**src/rtl/neuron_input_collector.sv**
```systemverilog
// Collects zero2one_t samples from a valid/ready stream into N-wide vectors for neuron_run.
// Short frames are padded with the minimum value; over-long frames are cut at N and flagged.

package zero2one_pkg;
   typedef logic [15:0] zero2one_t;   // unsigned Q1.15, 16'h8000 = 1.0
endpackage

`ifndef ZERO2ONE_MIN
`define ZERO2ONE_MIN 16'h0000
`endif

// state   | meaning
// --------+---------------------------------------------------------------
// FILL    | accepting samples into the fill buffer at index idx
// PENDING | fill buffer holds a complete vector waiting for the output slot
module neuron_input_collector
   import zero2one_pkg::*;
#(
   parameter int N = 16
) (
   input  logic                     clk,
   input  logic                     rst,
   input  zero2one_t                in_data,
   input  logic                     in_valid,
   input  logic                     in_last,
   output logic                     in_ready,
   output zero2one_t [N-1:0]        vec_out,
   output logic                     vec_valid,
   input  logic                     vec_ready,
   output logic [$clog2(N+1)-1:0]   fill_count,
   output logic                     framing_error,
   input  logic                     clr_error
);

   localparam int IW = $clog2(N);
   localparam int CW = $clog2(N+1);

   typedef enum logic {FILL, PENDING} state_t;

   state_t            state;
   logic [IW-1:0]     idx;
   zero2one_t [N-1:0] fill;
   zero2one_t [N-1:0] completed;
   logic              accept;
   logic              last_slot;
   logic              complete;
   logic              slot_free;
   logic              load_direct;
   logic              load_pending;

   assign in_ready     = (state == FILL) && !rst;
   assign accept       = in_valid && in_ready;
   assign last_slot    = (idx == IW'(N-1));
   assign complete     = last_slot || in_last;
   assign slot_free    = !vec_valid || vec_ready;
   assign load_direct  = accept && complete && slot_free;
   assign load_pending = (state == PENDING) && vec_ready;
   assign fill_count   = (state == PENDING) ? CW'(N) : CW'(idx);

   // Vector as it would look if the current sample closes the frame.
   always_comb begin
      completed = fill;
      for (int i = 0; i < N; i++) begin
         if (i > int'(idx))
            completed[i] = `ZERO2ONE_MIN;
         else if (i == int'(idx))
            completed[i] = in_data;
      end
   end

   always_ff @(posedge clk or posedge rst) begin
      if (rst) begin
         state         <= FILL;
         idx           <= '0;
         fill          <= {N{`ZERO2ONE_MIN}};
         vec_out       <= {N{`ZERO2ONE_MIN}};
         vec_valid     <= 1'b0;
         framing_error <= 1'b0;
      end else begin
         case (state)
            FILL: begin
               if (accept) begin
                  if (complete) begin
                     idx <= '0;
                     if (slot_free)
                        vec_out <= completed;
                     else begin
                        fill  <= completed;
                        state <= PENDING;
                     end
                  end else begin
                     fill[idx] <= in_data;
                     idx       <= idx + IW'(1);
                  end
               end
            end
            PENDING: begin
               if (vec_ready) begin
                  vec_out <= fill;
                  state   <= FILL;
               end
            end
            default: state <= FILL;
         endcase

         if (load_direct || load_pending)
            vec_valid <= 1'b1;
         else if (vec_ready)
            vec_valid <= 1'b0;

         if (clr_error)
            framing_error <= 1'b0;
         else if (accept && last_slot && !in_last)
            framing_error <= 1'b1;
      end
   end

endmodule

```
**config.mk**
```make
export PLATFORM = sky130hd
export DESIGN_NAME = neuron_input_collector
export DESIGN_NICKNAME = d
export VERILOG_FILES = /design/src/rtl/neuron_input_collector.sv
export SDC_FILE = /design/constraint.sdc
export NUM_CORES = 1
export LEC_CHECK = 0
export ABC_CLOCK_PERIOD_IN_PS = 25100
export CAP_MARGIN = 25
export CORE_AREA = 3 3 210 212
export CTS_CLUSTER_DIAMETER = 120
export DETAILED_ROUTE_END_ITERATION = 16
export DIE_AREA = 0 0 213 215
export PLACE_DENSITY_LB_ADDON = 0.2
export SLEW_MARGIN = 5
export SYNTH_ARGS = -nofsm -noshare
export SYNTH_HDL_FRONTEND = slang
export SYNTH_SLANG_ARGS = --single-unit
```
**constraint.sdc**
```tcl
create_clock -name clk -period 25.1 [get_ports clk]
set_input_delay 7.53 -clock clk [delete_from_list [all_inputs] [get_ports clk]]
set_output_delay 7.53 -clock clk [all_outputs]
set_load 0.01 [all_outputs]
```
==> results, run 1 <==
- The maximum root-to-sink buffer count is 3.
- The count of buffers inserted at the top-level ports is 285.
- In this run, distinct cell masters in the synthesized netlist total 60.
- The number of max-slew violations in the final report is 0.
- The net count of the mapped netlist is 2387.
- In this run the tightest slew margin relative to its limit is 23.8%.
- The placed cell count is 2990.
- In the synthesized netlist the dominant register cell turns out to be sky130_fd_sc_hd__dfrtp_1.
- Adding up every negative setup slack in the final design gives 0 ns.
- Across the routed clock network, the largest skew measured is 0.0260 ns.
- The die extent in x is 213 µm.
- IR analysis of the VDD net gives a maximum drop of 0.0940 mV.
- During synthesis, Yosys emitted a total of 0 warnings.
- The largest net degree at the start of global routing is 193.
- Timing would allow up to 0.0612 GHz.
- Global routing used 30.9% of the available tracks.
- Once the clock tree was built, the setup fixing pass inserted 0 buffers.
- In this run the vertical extent of the chip is 215 µm.
- The region available for standard cell placement spans 42100 µm².
- Overall power consumption after layout is estimated at 2240 µW.
- The layout has 3237 filler cells.
- The fraction of final layout cells with drive strength greater than 1 is 8.15%.
- The mean cell area of the mapped netlist is 10.0 µm².
- After synthesis the netlist holds a flip-flop and latch count of 519.
- The reported max-cap violation count is 0.
- Summed over all instances, the cell type with the most area after synthesis is sky130_fd_sc_hd__dfrtp_1.
- Buffers inserted during clock tree synthesis total 53.
- After clock tree synthesis, the clock-pin slew on the worst setup and hold paths is 0.05 ns.
- The maximum single-stage delay on the critical path is 0.56 ns.
- At the pin with the least slew margin, the transition time is 1.14 ns.
- The number of cells upsized or downsized after cts is 0.
- The number of H-tree levels is 2.
- Hold repair after CTS inserted 0 buffers.
- The initial antenna violation count came to 2.
- The tree is rooted in a sky130_fd_sc_hd__clkbuf_16.
- The first TritonRoute pass finished after 5 iterations.
- Of the available clock period, the critical path in the final layout requires 65.1%.
- After detailed routing, the total wire length is 71600 µm.
- The class of the most critical setup path is primary input to output pin.
- Synthesis handed over a netlist of 2361 instances.
- The via count of the first global-routing pass is 19.1k.
- The routed via count divided by cell count is 6.38.
- By area the synthesized netlist is led by sky130_fd_sc_hd__dfrtp_1, sky130_fd_sc_hd__o21ai_0, sky130_fd_sc_hd__a22o_1.
- The worst path in the final design needs a cycle of 16.34 ns, including I/O delays and setup.
- The die covers 45800 µm².
- The run finished with clean final reports.
- The wire-length estimate of the detail-placed layout is 44000 µm.
- The net count reported at finish is 2548.
- The critical path arrival is 8.81 ns.
- In the layout the commonest cells are sky130_fd_sc_hd__dfrtp_1, sky130_fd_sc_hd__nand2_1, sky130_fd_sc_hd__o21ai_0.
- The detailed router placed 19.8k vias in this run.
- After floorplanning, the core was divided into 75 placement rows.
- Once detail routing completed, the nets flagged for antenna violations numbered 0.
- The first global-routing pass estimated 111000 µm of wire.
- The cell area that synthesis handed to floorplanning was 23700 µm².
- In the final routed layout, each cell accounts on average for 23.1 µm.
- Setup repair after global routing left no endpoint under its margin.
- The number of enable-type register cells in the synthesized netlist is 0.
- The sequential cell area fraction in the yosys report is 54.8%.
- Among all stages on the critical path, the largest delay is contributed by sky130_fd_sc_hd__clkdlybuf4s50_1.
- The final setup violation count is 0.
- The final number of hold-violating endpoints is 0.
- Of the post-synthesis cell area, the dominant cell type holds 54.8%.
- From synthesis to final layout, the design area changed by 20.3%.
- CTS saw 519 sinks.
- In this run the worst hold path is classified as flop to flop.
- The global-route congestion overflow total is 0.
- The initial DRC count is 2216.
- Leaving out fill and tap cells, the most frequent cell in the layout is sky130_fd_sc_hd__dfrtp_1.
- The effective utilization at floorplan is 56.3%.
- The weighted congestion reported at the end of routability-driven placement is 0.852.
- Of all flip-flops after synthesis, the portion carrying an async set or reset was 100%.
- Walking the worst path, the cells encountered are clkdlybuf4s50_1 > nor2_1 > clkdlybuf4s50_1.
- After the flow finishes, the layout carries non-filler instances totaling 3103.
- For the worst-skew pair, the clock arrives at the later sink with an insertion delay of 0.61 ns.
- In this run the worst path has a maximum fanout of 4.
- At the worst endpoint, the required time is 17.57 ns.
- TritonCTS built the clock tree.
- The element type at the critical path end is an output pin.
- In this run the count of I/O pins placed on the die edge is 286.
- The worst setup path is launched from a primary input.
- In this design, the critical path's most frequently occurring cell is sky130_fd_sc_hd__clkdlybuf4s50_1.
- For this run, design rule violations remaining after detail routing come to 0.
- In this run the power density over the cells is 78.5 nW/µm².
- The static leakage is 0.0122 µW.
-- stage by stage --
step	worst slack [ns]	hold slack (ns)	instance area, µm²	util (%)
after floorplan	3.07	0.450	23700	-
after global placement	8.74	0.461	26400	62.7
after detailed placement	8.76	0.471	26500	63.0
after CTS	8.74	0.484	28300	67.1
after global routing	8.70	0.504	28500	67.7
final	8.76	0.477	28500	67.7
-- synth_stat cells (all sizes together) (6+ instances only) --
library cell	instances
nor2b	23
nor2	120
nand2b	6
dfrtp	519
nor3	14
a21o	6
buf	100
clkbuf	135
a22oi	189
inv	9
mux2	32
a32o	6
o2bb2ai	37
o21ai	344
a2bb2oi	17
mux2i	75
or2	6
a21oi	125
nand2	375
nand3	8
a22o	167
-- sequential cells by signal, indices dropped and copies added (netlist names) --
| name | count |
|---|---|
| framing_error | 1 |
| idx | 4 |
| fill | 256 |
| vec_valid | 1 |
| state | 1 |
| vec_out | 256 |
-- power by group --
part           total (µW)  leakage (µW)  switching, µW  internal (µW)
Sequential           1020       0.00707           79.5            944
Combinational         418       0.00423            226            192
Clock                 798      0.000870            330            468
Total                2240        0.0122            635           1600
-- area by class of cell --
type                            count  area [µm²]  share of cell area (%)
Timing Repair Buffer              341        3380                    11.8
Multi-Input combinational cell   1598        9690                    34.0
Clock inverter                     19         205                   0.719
Sequential cell                   519       13000                    45.5
Tap cell                          539         674                    2.36
Inverter                            9        41.3                   0.145
Clock buffer                       77        1550                    5.43
Antenna cell                        1        2.50                 0.00877
-- path summary, 6_finish.rpt --
path	startpoint	to	slack, ns	cells after the start
setup / recovery	rst	in_ready	8.76	3
hold / removal	vec_out[50]	vec_out[50]	0.48	2
setup reg to reg	state	vec_out[243]	20.61	8
hold reg to reg	vec_out[50]	vec_out[50]	0.48	2
max in group asynchronous	rst	vec_out[49]	15.28	5
min in group asynchronous	rst	vec_out[233]	7.53	2
-- layer usage --
layer	GRT usage (%)	share of wire, %
met2	47.6	47
met5	0	0.011
met3	6.52	8.5
met4	11.7	3.7
met1	43.3	41
-- critical path: cells and delay by family --
kind / cells / cell delay, ns
buffers and inverters: 2 / 1.11
AND/OR/NAND/NOR: 1 / 0.17
-- logic make-up (layout without fill, tap and decap cells) --
logic type,count (synthesis),count (layout),share of synthesized area (%)
AO/OA/AOI/OAI,916,916,25.5
AND/OR/NAND/NOR,571,571,10.3
buffers and inverters,244,446,4.55
other,0,1,0
multiplexers,107,107,4.68
flip-flops,519,519,54.8
adder cells (fa/ha/maj),4,4,0.211
Power figures use the tool's default switching activity.
==> run 2: changes to the inputs <==
ABC_CLOCK_PERIOD_IN_PS = 14850   (was 25100)
CORE_AREA = 3 3 220 222   (was 3 3 210 212)
DIE_AREA = 0 0 223 225   (was 0 0 213 215)
clock period = 14.85 ns   (was 25.1 ns; I/O delays follow)
==> run 2 against run 1 <==
Setup slack worse by 4.0 ns. Largest power group unchanged. Hold slack better by 0.0020 ns. Highest routed layer is now met4. Design area up 0.55%.
==> results, run 2 (synthesis results as in run 1) <==
- The number of cells upsized or downsized after cts is 0 (unchanged).
- The end of the worst register-to-register path was vec_out[95] (was vec_out[243]).
- The final wirelength came to 73700 µm (was 71600 µm).
- The count of TritonRoute iterations in the first routing pass came to 8 (was 5).
- The origin of the critical flop-to-flop path is idx[1] (was state).
- The hold buffer count at cts is 0 (unchanged).
- Top library cells by usage in the layout, fill and taps aside: sky130_fd_sc_hd__dfrtp_1, sky130_fd_sc_hd__nand2_1, sky130_fd_sc_hd__o21ai_0 (unchanged).
- The initial antenna violation count is 0 (was 2).
- The via count of the first global-routing pass was 19.5k (was 19.1k).
- Registers with the most flip-flops: fill (256), vec_out (256), idx (4) (unchanged).
- The final setup violation count is 0 (unchanged).
- The TritonCTS clock tree is built (unchanged).
- The worst supply voltage drop on vdd is 0.0879 mV (was 0.0940 mV).
- The remaining antenna violation count is 0 (unchanged).
- The number of max-slew violations in the final report is 0 (unchanged).
- The power after layout is 3890 µW (was 2240 µW).
- The slowest library cell on the worst path is sky130_fd_sc_hd__clkdlybuf4s50_1 (unchanged).
- The sequential standard cell area came to 13000 µm² (about the same).
- The sort of element at the start of the critical path is a primary input (unchanged).
- The clock latency on the worst-skew pair was 0.61 ns (about the same).
- The number of clock sinks is 519 (unchanged).
- The total half-perimeter wirelength after legalization and detailed placement was 45400 µm (was 44000 µm).
- The largest fanout of any net on the critical path is 4 (unchanged).
- The element type at the critical path end is an output pin (unchanged).
- The clock skew is 0.0197 ns (was 0.0260 ns).
- The global-route congestion overflow total is 0 (unchanged).
- The global-route wire length before repair is 114000 µm (was 111000 µm).
- The clock transition at the registers of the reported paths came to 0.06 ns (was 0.05 ns).
- The area of the die is 50200 µm² (was 45800 µm²).
- The number of instances on the worst hold path is 2 (unchanged).
- The via count is 19.8k (about the same).
- The filler cell count is 3837 (was 3237).
- The largest net degree at the start of global routing is 279 (was 193).
- The flop-to-flop setup slack is 10.59 ns (was 20.61 ns).
- The setup TNS after final layout is 0 ns (unchanged).
- The origin of the worst min-delay path is vec_out[5] (was vec_out[50]).
- The transition at the pin with the smallest max-transition slack was 1.12 ns (was 1.14 ns).
- The effective utilization at floorplan is 50.9% (was 56.3%).
- The most common cell type on the critical path was sky130_fd_sc_hd__clkdlybuf4s50_1 (unchanged).
- The number of inserted diodes is 0 (was 1).
- RSZ-0062 raised after global routing: false (unchanged).
- The static leakage is 0.0122 µW (about the same).
- The core area is 46600 µm² (was 42100 µm²).
- The maximum single-stage delay on the critical path is 0.56 ns (about the same).
- The overall die height was 225 µm (was 215 µm).
- Outcome: finished, final reports clean (unchanged).
- The number of setup buffers added after CTS came to 0 (unchanged).
- The cell count of the worst reg-to-reg path was 8 (unchanged).
- The count of buffers inserted at the top-level ports came to 285 (unchanged).
- The net count reported at finish was 2546 (was 2548).
- The detailed-route wire length per cell is 23.3 µm (was 23.1 µm).
- The worst endpoint required time is 10.39 ns (was 17.57 ns).
- Worst-path cell chain: clkdlybuf4s50_1 > nor2_1 > clkdlybuf4s50_1 (unchanged).
- The reported max-cap violation count is 0 (unchanged).
- The class of the most critical setup path is primary input to output pin (unchanged).
- The residual DRC count was 0 (unchanged).
- The overall track demand over capacity in global routing is 28.8% (was 30.9%).
- The final number of hold-violating endpoints was 0 (unchanged).
- The number of top-level pins is 286 (unchanged).
- The worst path needs 10.12 ns of the cycle, external delays included.
- The worst slack on hold paths is 0.479 ns (was 0.477 ns).
- The maximum root-to-sink buffer count is 3 (unchanged).
- The number of H-tree levels is 2 (unchanged).
- The die extent in x is 223 µm (was 213 µm).
- The routed via count divided by cell count was 6.24 (was 6.38).
- The post-route cell area is 28700 µm² (was 28500 µm²).
- The fraction of final layout cells with drive strength greater than 1 is 8.46% (was 8.15%).
- The total placed instance area is 26600 µm² (was 26500 µm²).
- The power density over the cells was 136 nW/µm² (was 78.5 nW/µm²).
- The commonest non-fill, non-tap cell in the layout is sky130_fd_sc_hd__dfrtp_1 (unchanged).
- The library cell used as clock root buffer is sky130_fd_sc_hd__clkbuf_16 (unchanged).
- The share of the clock period used by the worst path after layout is 68.1%.
- The hold-critical path endpoint was vec_out[5] (was vec_out[50]).
- The count of standard-cell rows is 79 (was 75).
- The path type of the worst min-delay path is flop to flop (unchanged).
- The initial DRC count is 2296 (was 2216).
- The worst max-slew margin expressed relative to the limit is 25.2% (was 23.8%).
- The weighted congestion reported at the end of routability-driven placement came to 0.837 (was 0.852).
- The critical path arrival is 5.66 ns (was 8.81 ns).
- The area added between synthesis and finish was 20.9% (was 20.3%).
- For this run, the top clock speed supported by timing is 0.0988 GHz.
- The combined area of the multi-input logic cells is 9690 µm² (unchanged).
- The number of clock buffers inserted by TritonCTS is 53 (unchanged).
run 2: cell types whose count changed in the layout (fill, tap and decap cells not counted), sizes merged:
cell / previous run / this run
buf: 64 / 69
inv: 10 / 9
bufinv: 4 / 9
clkinv: 13 / 11
clkinvlp: 1 / 4
diode: 1 / 0
clkdlybuf4s50: 272 / 269
clkbuf: 82 / 76
run 2: layer usage:
metal  GRT usage (%)  up-vias  routed length [µm]
li1                -     8821                   -
met1            39.4     9870               30600
met2            45.9      927               34400
met3            5.71      168                6080
met4            10.6        0                2670
met5               0        -                   0
run 2: how the worst max path moves through the flow:
stage	from	endpoint	cells past startpoint
2_1_floorplan	rst	fill[0]	1
3_3_place_gp	rst	in_ready	3
3_5_place_dp	rst	in_ready	3
4_1_cts	rst	in_ready	3
5_1_grt	rst	in_ready	3
6_report	rst	in_ready	3
run 2: through the flow:
stage,std cells,util [%],setup WS [ns]
floorplan,2361,-,3.34
finish,3171,61.6,4.73
global placement,3051,57.0,4.71
detailed placement,3058,57.1,4.73
global route,3171,61.6,4.71
CTS,3157,61.2,4.72
run 2: where the power goes:
part	internal, µW	leakage (µW)	switching, µW	total, µW
combinational	324	0.00420	379	703
clock	880	0.000931	575	1450
sequential	1590	0.00706	135	1730
run 2: layout make-up:
class                   count  area share [%]
multi-input cells        1598            33.8
repair buffers            339            11.5
clock inverters            24            1.26
flip-flops and latches    519            45.3
inverters                   9           0.131
clock buffers              75            5.37
well taps                 607            2.65
run 2: critical path, delay by kind of cell:
family / cells / cell delay (ns)
and+or+nand+nor: 1 / 0.15
buffers and inverters: 2 / 1.07
==> run 3: changes to the inputs <==
ABC_CLOCK_PERIOD_IN_PS = 8200   (was 14850)
clock period = 8.2 ns   (was 14.85 ns; I/O delays follow)
==> run 3 against run 2 <==
Via count fell by 1.2%. Core utilization about the same. Power rose by 80%. Sequential power grew 81%. Largest cell class unchanged.
==> results, run 3 (synthesis results as in run 1) <==
- The overall track demand over capacity in global routing is 28.5% (was 28.8%).
- The worst supply voltage drop on vdd is 0.176 mV (was 0.0879 mV).
- The fraction of final layout cells with drive strength greater than 1 is 8.69% (was 8.46%).
- The clock period could shrink to 6.13 ns.
- The final wirelength was 73100 µm (was 73700 µm).
- The element type at the critical path end is an output pin (unchanged).
- The number of clock sinks came to 519 (unchanged).
- The TritonCTS clock tree was built (unchanged).
- The static leakage is 0.0122 µW (about the same).
- The placed cell count was 3060 (was 3058).
- The weighted congestion reported at the end of routability-driven placement is 0.840 (was 0.837).
- For this run, the top clock speed supported by timing is 0.163 GHz.
- The residual DRC count is 0 (unchanged).
- The global-route congestion overflow total is 0 (unchanged).
- The final number of hold-violating endpoints is 0 (unchanged).
- The die extent in x is 223 µm (unchanged).
- The clock skew is 0.00950 ns (was 0.0197 ns).
- RSZ-0062 raised after global routing: false (unchanged).
- The clock transition at the registers of the reported paths was 0.06 ns (about the same).
- The sequential standard cell area is 13000 µm² (unchanged).
- The total half-perimeter wirelength after legalization and detailed placement is 45900 µm (was 45400 µm).
- The detailed-route wire length per cell was 23.1 µm (was 23.3 µm).
- The post-route cell area is 28700 µm² (about the same).
- The number of H-tree levels is 2 (unchanged).
- The commonest non-fill, non-tap cell in the layout was sky130_fd_sc_hd__dfrtp_1 (unchanged).
- The power density over the cells is 244 nW/µm² (was 136 nW/µm²).
- The largest fanout of any net on the critical path is 4 (unchanged).
- Registers with the most flip-flops: fill (256), vec_out (256), idx (4) (unchanged).
- The filler cell count was 3841 (was 3837).
- The clock latency on the worst-skew pair is 0.60 ns (was 0.61 ns).
- The reported max-cap violation count came to 0 (unchanged).
- Top library cells by usage in the layout, fill and taps aside: sky130_fd_sc_hd__dfrtp_1, sky130_fd_sc_hd__nand2_1, sky130_fd_sc_hd__o21ai_0 (unchanged).
- The maximum root-to-sink buffer count came to 3 (unchanged).
- The via count is 19.6k (was 19.8k).
- The number of top-level pins was 286 (unchanged).
- The routed via count divided by cell count is 6.16 (was 6.24).
- The hold buffer count at cts is 0 (unchanged).
- The remaining antenna violation count was 0 (unchanged).
- The net count reported at finish is 2546 (unchanged).
- The initial DRC count is 1974 (was 2296).
- The count of standard-cell rows came to 79 (unchanged).
- The initial antenna violation count was 1 (was 0).
- The total placed instance area is 26600 µm² (about the same).
- The count of TritonRoute iterations in the first routing pass is 6 (was 8).
- The core area is 46600 µm² (unchanged).
- The worst endpoint required time is 5.74 ns (was 10.39 ns).
- The effective utilization at floorplan is 50.9% (unchanged).
- The sort of element at the start of the critical path is a primary input (unchanged).
- The final critical path takes up 74.8% of the cycle.
- The worst slack on hold paths came to 0.474 ns (was 0.479 ns).
- The transition at the pin with the smallest max-transition slack is 1.15 ns (was 1.12 ns).
- The number of setup buffers added after CTS is 0 (unchanged).
- The area added between synthesis and finish is 20.9% (about the same).
- The end-of-flow core utilization is 61.6% (about the same).
- Outcome: finished, final reports clean (unchanged).
- The global-route wire length before repair is 113000 µm (was 114000 µm).
- The number of cells upsized or downsized after cts is 0 (unchanged).
- The library cell used as clock root buffer is sky130_fd_sc_hd__clkbuf_16 (unchanged).
- The number of max-slew violations in the final report is 0 (unchanged).
- The path type of the worst min-delay path is flop to flop (unchanged).
- The number of inserted diodes is 0 (unchanged).
- The number of clock buffers inserted by TritonCTS was 53 (unchanged).
- The worst max-slew margin expressed relative to the limit came to 23.1% (was 25.2%).
- The class of the most critical setup path is primary input to output pin (unchanged).
- The number of standard cells in the layout, taps in and fillers out was 3172 (was 3171).
- The final setup violation count was 0 (unchanged).
- The count of buffers inserted at the top-level ports is 285 (unchanged).
- The combined area of the multi-input logic cells is 9690 µm² (unchanged).
- The area of the die was 50200 µm² (unchanged).
- The overall die height is 225 µm (unchanged).
- The via count of the first global-routing pass came to 19.2k (was 19.5k).
- The largest net degree at the start of global routing is 187 (was 279).
- The critical path arrival is 3.67 ns (was 5.66 ns).
run 3: changes by cell type in the layout (fill, tap and decap cells not counted), moves of 2 or more:
cell / change
sky130_fd_sc_hd__clkbuf_1: -5
sky130_fd_sc_hd__clkbuf_8: +5
sky130_fd_sc_hd__buf_4: -4
sky130_fd_sc_hd__buf_12: +3
sky130_fd_sc_hd__buf_16: -3
sky130_fd_sc_hd__bufinv_16: -2
sky130_fd_sc_hd__clkinv_2: +2
sky130_fd_sc_hd__clkinvlp_4: +2
run 3: layer usage:
layer | up-vias | wire [µm] | track usage (%)
met3 | 158 | 6370 | 6.53
li1 | 8820 | - | -
met5 | - | 5 | 0
met1 | 9733 | 30200 | 39.5
met4 | 2 | 2530 | 9.95
met2 | 837 | 34000 | 44.7
run 3: area by class of cell:
class	count	share of cell area [%]
Clock buffer	74	5.50
Clock inverter	26	1.13
Inverter	9	0.131
Multi-Input combinational cell	1598	33.8
Sequential cell	519	45.3
Tap cell	607	2.65
Timing Repair Buffer	339	11.5
run 3: critical path, cell delays in order:
cell                              delay [ns]
sky130_fd_sc_hd__clkdlybuf4s50_1        0.52
sky130_fd_sc_hd__nor2_1                 0.13
sky130_fd_sc_hd__clkdlybuf4s50_1        0.56
run 3: per-stage QoR:
| stage | worst slack [ns] | TNS [ns] | total power [µW] |
|---|---|---|---|
| after floorplan | -1.31 | -680.01 | 3920 |
| after global placement | 2.08 | 0 | 4380 |
| after detailed placement | 2.06 | 0 | 4440 |
| after CTS | 2.07 | 0 | 7040 |
| after global routing | 2.03 | 0 | 7310 |
| final | 2.07 | 0 | 7010 |
run 3: final timing paths:
kind                              from           to  slack [ns]  cells after the start
max                                rst     in_ready        2.07                      3
min                        vec_out[29]  vec_out[29]        0.47                      2
max reg2reg                     idx[1]    fill[219]        3.99                      8
min reg2reg                vec_out[29]  vec_out[29]        0.47                      2
max in group asynchronous          rst  vec_out[19]        4.23                      4
min in group asynchronous          rst     fill[15]        2.31                      2
run 3: power by group:
part           switching [µW]  total [µW]  leakage, µW  internal (µW)
registers                 242        3130      0.00706           2890
clock network            1040        2610     0.000934           1570
logic                     687        1270      0.00420            586
